===== src/rtl/mem_arbiter_if.sv =====
// mem_arbiter_if: bundle of the fetch requester, execute requester and
// memory-bus signals around mem_arbiter.
//   slave  : arbiter view. It takes requests and the memory response, and
//            drives the ready/data returns, the memory request and err.
//   master : environment view. It drives the requesters and the memory model.
// Fetch   : f_req, f_addr -> f_ready, f_data
// Execute : e_req, e_addr, e_we, e_wdata -> e_ready, e_data
// Memory  : mem_req, mem_we, mem_addr, mem_wdata <- mem_rdata, mem_ready
// Error   : err (one-cycle pulse on transaction timeout)
interface mem_arbiter_if;
  localparam int unsigned AW = 8;
  localparam int unsigned DW = 8;

  logic          f_req;
  logic [AW-1:0] f_addr;
  logic          f_ready;
  logic [DW-1:0] f_data;

  logic          e_req;
  logic [AW-1:0] e_addr;
  logic          e_we;
  logic [DW-1:0] e_wdata;
  logic          e_ready;
  logic [DW-1:0] e_data;

  logic          mem_req;
  logic          mem_we;
  logic [AW-1:0] mem_addr;
  logic [DW-1:0] mem_wdata;
  logic [DW-1:0] mem_rdata;
  logic          mem_ready;

  logic          err;

  modport slave (
    input  f_req, f_addr, e_req, e_addr, e_we, e_wdata, mem_rdata, mem_ready,
    output f_ready, f_data, e_ready, e_data, mem_req, mem_we, mem_addr,
           mem_wdata, err
  );

  modport master (
    output f_req, f_addr, e_req, e_addr, e_we, e_wdata, mem_rdata, mem_ready,
    input  f_ready, f_data, e_ready, e_data, mem_req, mem_we, mem_addr,
           mem_wdata, err
  );
endinterface


===== src/rtl/mem_arbiter.sv =====
// mem_arbiter: arbitrates fetch reads and execute reads/writes onto a single
// registered memory bus. One transaction is in flight at a time. Every grant
// is followed by a single DONE cycle before the next grant can happen.
// Ports:
//   clk   - sole clock, rising edge
//   rst   - asynchronous, active-low reset
//   bus   - mem_arbiter_if.slave (requesters, memory bus, err)
// Parameter TIMEOUT (0..255, 0 = off): maximum cycles to wait for mem_ready.
// Optional macro MEM_ARB_RR_EN: round-robin between simultaneous requests.
//   When it is undefined, execute always wins.
module mem_arbiter #(
  parameter int unsigned TIMEOUT = 15
) (
  input  logic          clk,
  input  logic          rst,
  mem_arbiter_if.slave  bus
);

  localparam int unsigned AW = 8;
  localparam int unsigned DW = 8;
  localparam int unsigned CW = 8;

  typedef enum logic [1:0] {IDLE, FETCH, EXEC, DONE} state_t;

  // Captured memory-bus command
  typedef struct packed {
    logic          we;
    logic [AW-1:0] addr;
    logic [DW-1:0] wdata;
  } mem_cmd_t;

  state_t        state_q, state_d;
  mem_cmd_t      cmd_q, cmd_d;
  logic          mem_req_q, mem_req_d;
  logic          f_ready_q, f_ready_d;
  logic [DW-1:0] f_data_q, f_data_d;
  logic          e_ready_q, e_ready_d;
  logic [DW-1:0] e_data_q, e_data_d;
  logic          err_q, err_d;
  logic [CW-1:0] cnt_q, cnt_d;
  logic          pick_exec_c;
  logic          timeout_c;

`ifdef MEM_ARB_RR_EN
  logic          last_exec_q, last_exec_d;

  // On a tie, the requester that did not win last time gets the bus
  assign pick_exec_c = bus.e_req && (!bus.f_req || !last_exec_q);
`else
  assign pick_exec_c = bus.e_req;
`endif

  // The current cycle is the TIMEOUT-th cycle spent waiting
  assign timeout_c = (TIMEOUT != 0) && (cnt_q == CW'(TIMEOUT - 1));

  // State and output registers
  always_ff @(posedge clk or negedge rst) begin
    if (!rst) begin
      state_q   <= IDLE;
      cmd_q     <= '0;
      mem_req_q <= 1'b0;
      f_ready_q <= 1'b0;
      f_data_q  <= '0;
      e_ready_q <= 1'b0;
      e_data_q  <= '0;
      err_q     <= 1'b0;
      cnt_q     <= '0;
`ifdef MEM_ARB_RR_EN
      last_exec_q <= 1'b0;
`endif
    end else begin
      state_q   <= state_d;
      cmd_q     <= cmd_d;
      mem_req_q <= mem_req_d;
      f_ready_q <= f_ready_d;
      f_data_q  <= f_data_d;
      e_ready_q <= e_ready_d;
      e_data_q  <= e_data_d;
      err_q     <= err_d;
      cnt_q     <= cnt_d;
`ifdef MEM_ARB_RR_EN
      last_exec_q <= last_exec_d;
`endif
    end
  end

  // Next-state and next-output logic
  always_comb begin
    state_d   = state_q;
    cmd_d     = cmd_q;
    mem_req_d = mem_req_q;
    f_ready_d = 1'b0;
    f_data_d  = f_data_q;
    e_ready_d = 1'b0;
    e_data_d  = e_data_q;
    err_d     = 1'b0;
    cnt_d     = cnt_q;
`ifdef MEM_ARB_RR_EN
    last_exec_d = last_exec_q;
`endif

    case (state_q)
      IDLE: begin
        if (pick_exec_c) begin
          state_d     = EXEC;
          cmd_d.we    = bus.e_we;
          cmd_d.addr  = bus.e_addr;
          cmd_d.wdata = bus.e_wdata;
          mem_req_d   = 1'b1;
          cnt_d       = '0;
`ifdef MEM_ARB_RR_EN
          last_exec_d = 1'b1;
`endif
        end else if (bus.f_req) begin
          // Fetch leaves the write data as it was, since it is a read
          state_d    = FETCH;
          cmd_d.we   = 1'b0;
          cmd_d.addr = bus.f_addr;
          mem_req_d  = 1'b1;
          cnt_d      = '0;
`ifdef MEM_ARB_RR_EN
          last_exec_d = 1'b0;
`endif
        end
      end

      FETCH, EXEC: begin
        if (bus.mem_ready) begin
          state_d   = DONE;
          mem_req_d = 1'b0;
          if (state_q == FETCH) begin
            f_ready_d = 1'b1;
            f_data_d  = bus.mem_rdata;
          end else begin
            e_ready_d = 1'b1;
            // Writes leave the previous read data visible
            if (!cmd_q.we) begin
              e_data_d = bus.mem_rdata;
            end
          end
        end else if (timeout_c) begin
          state_d   = DONE;
          mem_req_d = 1'b0;
          err_d     = 1'b1;
        end else if (cnt_q != '1) begin
          cnt_d = cnt_q + CW'(1);
        end
      end

      DONE: begin
        state_d = IDLE;
      end

      default: begin
        state_d   = IDLE;
        mem_req_d = 1'b0;
      end
    endcase
  end

  assign bus.mem_req   = mem_req_q;
  assign bus.mem_we    = cmd_q.we;
  assign bus.mem_addr  = cmd_q.addr;
  assign bus.mem_wdata = cmd_q.wdata;
  assign bus.f_ready   = f_ready_q;
  assign bus.f_data    = f_data_q;
  assign bus.e_ready   = e_ready_q;
  assign bus.e_data    = e_data_q;
  assign bus.err       = err_q;

endmodule

===== src/flat_wrapper.sv =====
// flat-port wrapper written by rule: the top's interface ports become plain ports
module mem_arbiter_flat 
#(
  parameter int unsigned TIMEOUT = 15
)
  (clk, rst, bus_f_req, bus_f_addr, bus_e_req, bus_e_addr, bus_e_we, bus_e_wdata, bus_mem_rdata, bus_mem_ready, bus_f_ready, bus_f_data, bus_e_ready, bus_e_data, bus_mem_req, bus_mem_we, bus_mem_addr, bus_mem_wdata, bus_err);
  mem_arbiter_if bus_i ();
  input  logic clk;
  input  logic rst;
  input wire logic [$bits(bus_i.f_req)-1:0] bus_f_req;
  input wire logic [$bits(bus_i.f_addr)-1:0] bus_f_addr;
  input wire logic [$bits(bus_i.e_req)-1:0] bus_e_req;
  input wire logic [$bits(bus_i.e_addr)-1:0] bus_e_addr;
  input wire logic [$bits(bus_i.e_we)-1:0] bus_e_we;
  input wire logic [$bits(bus_i.e_wdata)-1:0] bus_e_wdata;
  input wire logic [$bits(bus_i.mem_rdata)-1:0] bus_mem_rdata;
  input wire logic [$bits(bus_i.mem_ready)-1:0] bus_mem_ready;
  output wire logic [$bits(bus_i.f_ready)-1:0] bus_f_ready;
  output wire logic [$bits(bus_i.f_data)-1:0] bus_f_data;
  output wire logic [$bits(bus_i.e_ready)-1:0] bus_e_ready;
  output wire logic [$bits(bus_i.e_data)-1:0] bus_e_data;
  output wire logic [$bits(bus_i.mem_req)-1:0] bus_mem_req;
  output wire logic [$bits(bus_i.mem_we)-1:0] bus_mem_we;
  output wire logic [$bits(bus_i.mem_addr)-1:0] bus_mem_addr;
  output wire logic [$bits(bus_i.mem_wdata)-1:0] bus_mem_wdata;
  output wire logic [$bits(bus_i.err)-1:0] bus_err;
  assign bus_i.f_req = bus_f_req;
  assign bus_i.f_addr = bus_f_addr;
  assign bus_i.e_req = bus_e_req;
  assign bus_i.e_addr = bus_e_addr;
  assign bus_i.e_we = bus_e_we;
  assign bus_i.e_wdata = bus_e_wdata;
  assign bus_i.mem_rdata = bus_mem_rdata;
  assign bus_i.mem_ready = bus_mem_ready;
  assign bus_f_ready = bus_i.f_ready;
  assign bus_f_data = bus_i.f_data;
  assign bus_e_ready = bus_i.e_ready;
  assign bus_e_data = bus_i.e_data;
  assign bus_mem_req = bus_i.mem_req;
  assign bus_mem_we = bus_i.mem_we;
  assign bus_mem_addr = bus_i.mem_addr;
  assign bus_mem_wdata = bus_i.mem_wdata;
  assign bus_err = bus_i.err;
  mem_arbiter #(.TIMEOUT(TIMEOUT)) u_core (.clk(clk), .rst(rst), .bus(bus_i));
endmodule

===== config.mk =====
export PLATFORM = sky130hd
export DESIGN_NAME = mem_arbiter_flat
export DESIGN_NICKNAME = d
export VERILOG_FILES = /design/src/rtl/mem_arbiter_if.sv /design/src/rtl/mem_arbiter.sv /design/src/flat_wrapper.sv
export SDC_FILE = /design/constraint.sdc
export NUM_CORES = 1
export LEC_CHECK = 0
export BUFFER_PORTS_ARGS = -buffer_cell sky130_fd_sc_hd__buf_2
export CAP_MARGIN = 20
export CELL_PAD_IN_SITES_DETAIL_PLACEMENT = 1
export CELL_PAD_IN_SITES_GLOBAL_PLACEMENT = 2
export CORE_MARGIN = 4
export CORE_UTILIZATION = 33
export CTS_CLUSTER_SIZE = 10
export DETAILED_ROUTE_END_ITERATION = 10
export PLACE_DENSITY_LB_ADDON = 0.1
export SYNTH_ARGS = -nofsm -noshare
export SYNTH_HDL_FRONTEND = slang
export SYNTH_SLANG_ARGS = --single-unit
export TNS_END_PERCENT = 1

===== constraint.sdc =====
create_clock -name clk -period 3.1 [get_ports clk]
set_input_delay 0.465 -clock clk [delete_from_list [all_inputs] [get_ports clk]]
set_output_delay 0.465 -clock clk [all_outputs]
set_load 0.01 [all_outputs]

After elaboration in Yosys (flattened, before gate mapping)

Index checks and enable logic that the tools add are counted.

Bits in registers: 47
Input bits: 38
Output and inout bits: 37
Logic and storage cells: 62

$add $sub $neg: 1
Eq/ne operators: 10
Mux-type cells: 27
Bitwise gates (word level): 2
Reductions and logical operators: 11

Operator list:

| cell                                                                    | count |
|---|---|
| 8-bit two-way mux                                                       | 5 |
| 9-bit two-way mux                                                       | 2 |
| 8-bit case mux with 2 select lines                                      | 1 |
| 1-bit two-way mux                                                       | 13 |
| 8-bit by 1-bit adder with 8-bit output, second input constant           | 1 |
| 8-bit by 4-bit equality test with 1-bit output, second input constant   | 1 |
| 2-bit two-way mux                                                       | 4 |
| 8-bit inequality test, second input constant                            | 1 |
| 2-bit case mux with 3 select lines                                      | 1 |
| 2-bit AND reduction                                                     | 3 |
| 3-bit AND reduction                                                     | 2 |
| 5-bit AND reduction                                                     | 1 |
| 2-bit equality test, second input constant                              | 2 |
| 2-bit inequality test, second input constant                            | 2 |
| 4-bit AND reduction                                                     | 1 |
| 2-bit nonzero test                                                      | 2 |
| 3-bit by 2-bit inequality test with 1-bit output, second input constant | 1 |
| 3-bit inequality test, second input constant                            | 1 |
| 2-bit by 1-bit equality test with 1-bit output, second input constant   | 1 |
| 2-bit zero test                                                         | 1 |
| 2-bit by 1-bit inequality test with 1-bit output, second input constant | 1 |
| 1-bit NOT                                                               | 2 |
| 1-bit case mux with 2 select lines                                      | 1 |
| 2-bit OR reduction                                                      | 1 |

Depth between registers and ports, before layout

Depth after elaboration: 5
Gate-level depth with buffers: 7
Gate-level depth less buffers: 6

Worst setup path before layout

No wires, ideal clock.

Path type: register -> register
From: reg u_core.state_q[0]
To: reg u_core.cnt_q[7]
Library setup time: 0.126 ns
Arrival: 1.747 ns
Data required time: 2.974 ns
Slack: 1.227 ns
Stages on the path, launching flop included: 8
Path buffers: 1
Clock period less this slack: 1.873 ns
Path through: dfrtp_1 -> inv_1 -> ha_1 -> and2_1 -> and4_1 -> buf_2 -> or2_4 -> a221o_1

Word-level cells in the longest chain between the ends: 4
Elaborated cells between the ends (all ways): 11
Those cells by class: eq/ne: 6; mux: 1; reduce/logical: 4

Ends and longest elaborated chain:

| item                                                                                         | RTL line           | RTL |
|---|---|---|
| start: declaration                                                                           | mem_arbiter.sv:32  | `state_t state_q, state_d;` |
| start signal: assignment                                                                     | mem_arbiter.sv:72  | `state_q <= state_d;` |
| 2-bit equality test / 2-bit by 1-bit equality test with 1-bit output (equally long branches) | mem_arbiter.sv:102 | `case (state_q)` |
| 2-bit OR reduction                                                                           | mem_arbiter.sv:102 |  |
| 2-bit inequality test (no source line) (tied with other cells)                               | --                 |  |
| 5-bit AND reduction (no source line)                                                         | --                 |  |
| end signal: assignment                                                                       | mem_arbiter.sv:80  | `cnt_q <= cnt_d;` |
| end: declaration                                                                             | mem_arbiter.sv:40  | `logic [CW-1:0] cnt_q, cnt_d;` |

Several ways; a longest one is shown, not always the timed one.
A chain may end at the register's enable or synchronous reset.

Worst setup path after layout

From: reg u_core.state_q[0]
To: reg u_core.e_data_q[1] (netlist: u_core.bus.e_data[1])

Word-level cells in the longest chain between the ends: 3
Elaborated cells between the ends (all ways): 5
Those cells by class: eq/ne: 2; bitwise: 1; reduce/logical: 2

Ends and longest elaborated chain:

| item                                                                                         | RTL line                               | RTL |
|---|---|---|
| 2-bit equality test / 2-bit by 1-bit equality test with 1-bit output (equally long branches) | mem_arbiter.sv:102, mem_arbiter.sv:131 |  |
| 2-bit OR reduction / 1-bit NOT (equally long branches)                                       | --                                     |  |
| 4-bit AND reduction (no source line) (*)                                                     | --                                     |  |
| end signal: assignment                                                                       | mem_arbiter.sv:78                      | `e_data_q <= e_data_d;` |
| end: declaration                                                                             | mem_arbiter.sv:38                      | `logic [DW-1:0] e_data_q, e_data_d;` |

Mark *: on every way between the ends. The rest lies on a longest branch, timed or not.

==> results.md <==
- Post-synth EDFFs: 0
- Tightest Pin Transition: approximately 780 ps
- Sw power: around 1000 uW
- Max incr delay on CP: 670 ps
- Mapped cell area: 0.002193 mm^2
- Hold slack: about 16 ps
- Crit start category: register
- Top cell type's share of synthesized area: 0.5362
- Reg clk slew, reported paths: ~80 ps
- Synth top area cells: dfrtp_1, mux2_2, nand2_1
- Cells after synthesis: 185
- FMAX: around 420 MHz
- Longest Clk Path Bufs: 2
- Worst Path Class, Setup: register to register
- DR vias: around 1,700
- Sw frac: 0.3752
- Fin. Hold Viols: 0
- Iteration-0 DRC Markers: 56
- FF+latch count, synth: 47
- IO Port Bufs: 74
- Antenna diode count: 0
- Post-CTS sizing: 0
- Vias in the first global route: 1,745
- Initial Util: 0.3435
- Multi-input logic area: roughly 960 um^2
- Synth Flop Type: dfrtp_1
- First-pass GRT wire length: a little over 8000 um
- Crit end category: register
- Share of post-route cells with drive strength above 1: 0.4402
- Setup-failing EPs final: 0
- Most frequent cells in the layout: buf_2, dfrtp_1, nand2_1
- Capturing point of the worst reg2reg path: u_core.bus.e_data[1]$_DFFE_PN0P_
- Rows: 29
- DRC: 0
- Clock network power share: 0.138
- CP arrival: ~2600 ps
- Hold Buf Count CTS: 0
- Post-synth ARST share: 1.000
- Crit Path Max Fanout: 22
- Final worst-path cycle share: 0.7730
- CP Data Required Time: 3280 ps
- Register Area: ~0.0012 mm^2
- Pre-CTS setup slack: 687.2 ps
- Synth cell types: 42
- Max Slew Vio Count: 0
- RSZ-0062 raised after global routing: false
- Tmin final: 2396 ps
- CTS Buf Count: 5
- Num Clock Sinks: between 40 and 50
- Avg Synthesized Cell Area: 11.86 um^2
- Sequence of cells on the critical path: inv_1 -> ha_1 -> nand2_1 -> nor3_2 -> mux2_2
- Post-CTS setup buffers: 0
- Root Buffer: clkbuf_8
- Fill cells: 724
- CTS HTree Levels: 2
- Leakage: 1.344 nW
- R2R depth: 5
- Flop pwr share: 0.395
- Die X: 89.53 um
- Drt total wl: a little over 5000 um
- Cell taking the most area after synthesis: dfrtp_1
- Peak supply drop: around 0.37 mV
- Yosys warnings: 0
- Die height: around 90 um
- Comb power frac: 0.467
- Core Area: around 0.0064 mm^2
- DR vias/cell: 5.098
- Origin of the critical flop-to-flop path: u_core.state_q[0]$_DFFE_PN0P_
- Die Area: between 0.008 and 0.009 mm^2
- Area Growth Syn to Fin: 24.81%
- Setup ws final: ~700 ps
- Largest net degree at the start of global routing: between 40 and 50
- DRT Pass-1 Iters: 4
- Syn nets: between 200 and 250
- Antenna violations before repair: 0
- I/O pins: between 70 and 80
- CTS tree: yes
- Clk Latency, worst-skew pair: a little under 300 ps
- Setup TNS: 0 ps
- Sequential element share of the synthesized area: 0.5362
- Final net count: about 300
- Status: complete, no violations
- Slowest-stage cell, CP: ha_1
- DRT antenna net count: 0
- Max-Slew Margin vs Limit: 0.4810
- Tightest Hold Check Type: input pin to asynchronous set/reset pin
- Most common cell after layout, fill and taps aside: buf_2
- Pwr Total: approximately 2.7 mW
- Total GRT Usage: 0.1351
- Pwr per Cell Area: 971.4 mW/mm^2
- Max Cap Violations: 0
- Internal power: approximately 1.7 mW
- Placed wire-length estimate: 3825 um
- Routability cong.: between 0.7 and 0.8
- Clk_skew: ~5.5 ps
- GRT overflow: 0
- WL/cell: 15.33 um
- Reg2reg setup slack: slightly above 700 ps
==> critical path, delay by kind of cell (launching register included) <==
family,cells,cell delay [ps]
simple gates,2,770
fa+ha+maj,1,670
mux,1,410
flops,1,350
buf+inv,1,70
==> how the worst max path moves through the flow <==
stage                             startpoint                               end  slack, ps
3_5_place_dp   u_core.state_q[0]$_DFFE_PN0P_       u_core.cnt_q[7]$_DFFE_PN0P_        690
4_1_cts        u_core.state_q[0]$_DFFE_PN0P_  u_core.bus.e_data[1]$_DFFE_PN0P_        690
5_1_grt        u_core.state_q[1]$_DFFE_PN0P_  u_core.bus.e_data[5]$_DFFE_PN0P_        480
2_1_floorplan  u_core.state_q[0]$_DFFE_PN0P_       u_core.cnt_q[7]$_DFFE_PN0P_       1230
3_3_place_gp   u_core.state_q[0]$_DFFE_PN0P_       u_core.cnt_q[7]$_DFFE_PN0P_        780
6_report       u_core.state_q[0]$_DFFE_PN0P_  u_core.bus.e_data[1]$_DFFE_PN0P_        700
==> through the flow <==
stage / util / instance area [um^2] / instances
2_1_floorplan: - / 2193 / 185
6_report: 0.4287 / 2738 / 336
4_1_cts: 0.4255 / 2718 / 335
3_3_place_gp: 0.4118 / 2630 / 328
5_1_grt: 0.4287 / 2738 / 336
3_5_place_dp: 0.4118 / 2630 / 328
==> logic make-up (layout without fill, tap and decap cells) <==
family          after synthesis  count (layout)  share of synthesized area
simple gates                 64              64                     0.1734
flops                        47              47                     0.5362
compound gates               29              29                     0.1010
mux                          27              27                     0.1369
buf+inv                      13              87                    0.02395
fa+ha+maj                     5               5                    0.02852
==> synthesized netlist by cell type (3+ instances only) <==
| cell | number |
|---|---|
| nand3b_1 | 9 |
| buf_2 | 3 |
| nand3_1 | 5 |
| mux2i_1 | 3 |
| nand2_1 | 25 |
| inv_1 | 4 |
| o21ai_0 | 8 |
| clkbuf_1 | 6 |
| a22o_1 | 8 |
| dfrtp_1 | 47 |
| ha_1 | 5 |
| mux2_2 | 24 |
==> per-layer routing <==
layer	vias to the layer above	wire length, um	track usage
li1	820	-	-
met1	841	2356	0.1735
met2	47	2377	0.2217
met3	5	345	0.03779
met4	0	72	0.04060
met5	-	0	0
==> power by group through the flow <==
stage / logic [mW] / clock network, mW / registers [mW]
finish: 1.24 / 0.367 / 1.05
global placement: 1.25 / 0 / 1.06
CTS: 1.27 / 0.387 / 1.06
global route: 1.40 / 0.414 / 1.09
floorplan: 0.731 / 0 / 1.16
detailed placement: 1.27 / 0 / 1.07
==> flip-flops by register name (all words and copies together) (netlist names) <==
| register | cells |
|---|---|
| u_core.bus.e_ready | 1 |
| u_core.bus.err | 1 |
| u_core.bus.mem_addr | 8 |
| u_core.bus.f_ready | 1 |
| u_core.state_q | 2 |
| u_core.bus.mem_req | 1 |
| u_core.bus.mem_we | 1 |
| u_core.bus.mem_wdata | 8 |
| u_core.cnt_q | 8 |
| u_core.bus.e_data | 8 |
| u_core.bus.f_data | 8 |
==> area by class of cell <==
type | instances | area share
Timing Repair Buffer | 76 | 0.1453
Clock buffer | 6 | 0.03016
Multi-Input combinational cell | 125 | 0.3524
Inverter | 4 | 0.005484
Clock inverter | 1 | 0.001828
Sequential cell | 47 | 0.4296
Tap cell | 77 | 0.03519
(Power assumes the default switching activity.)
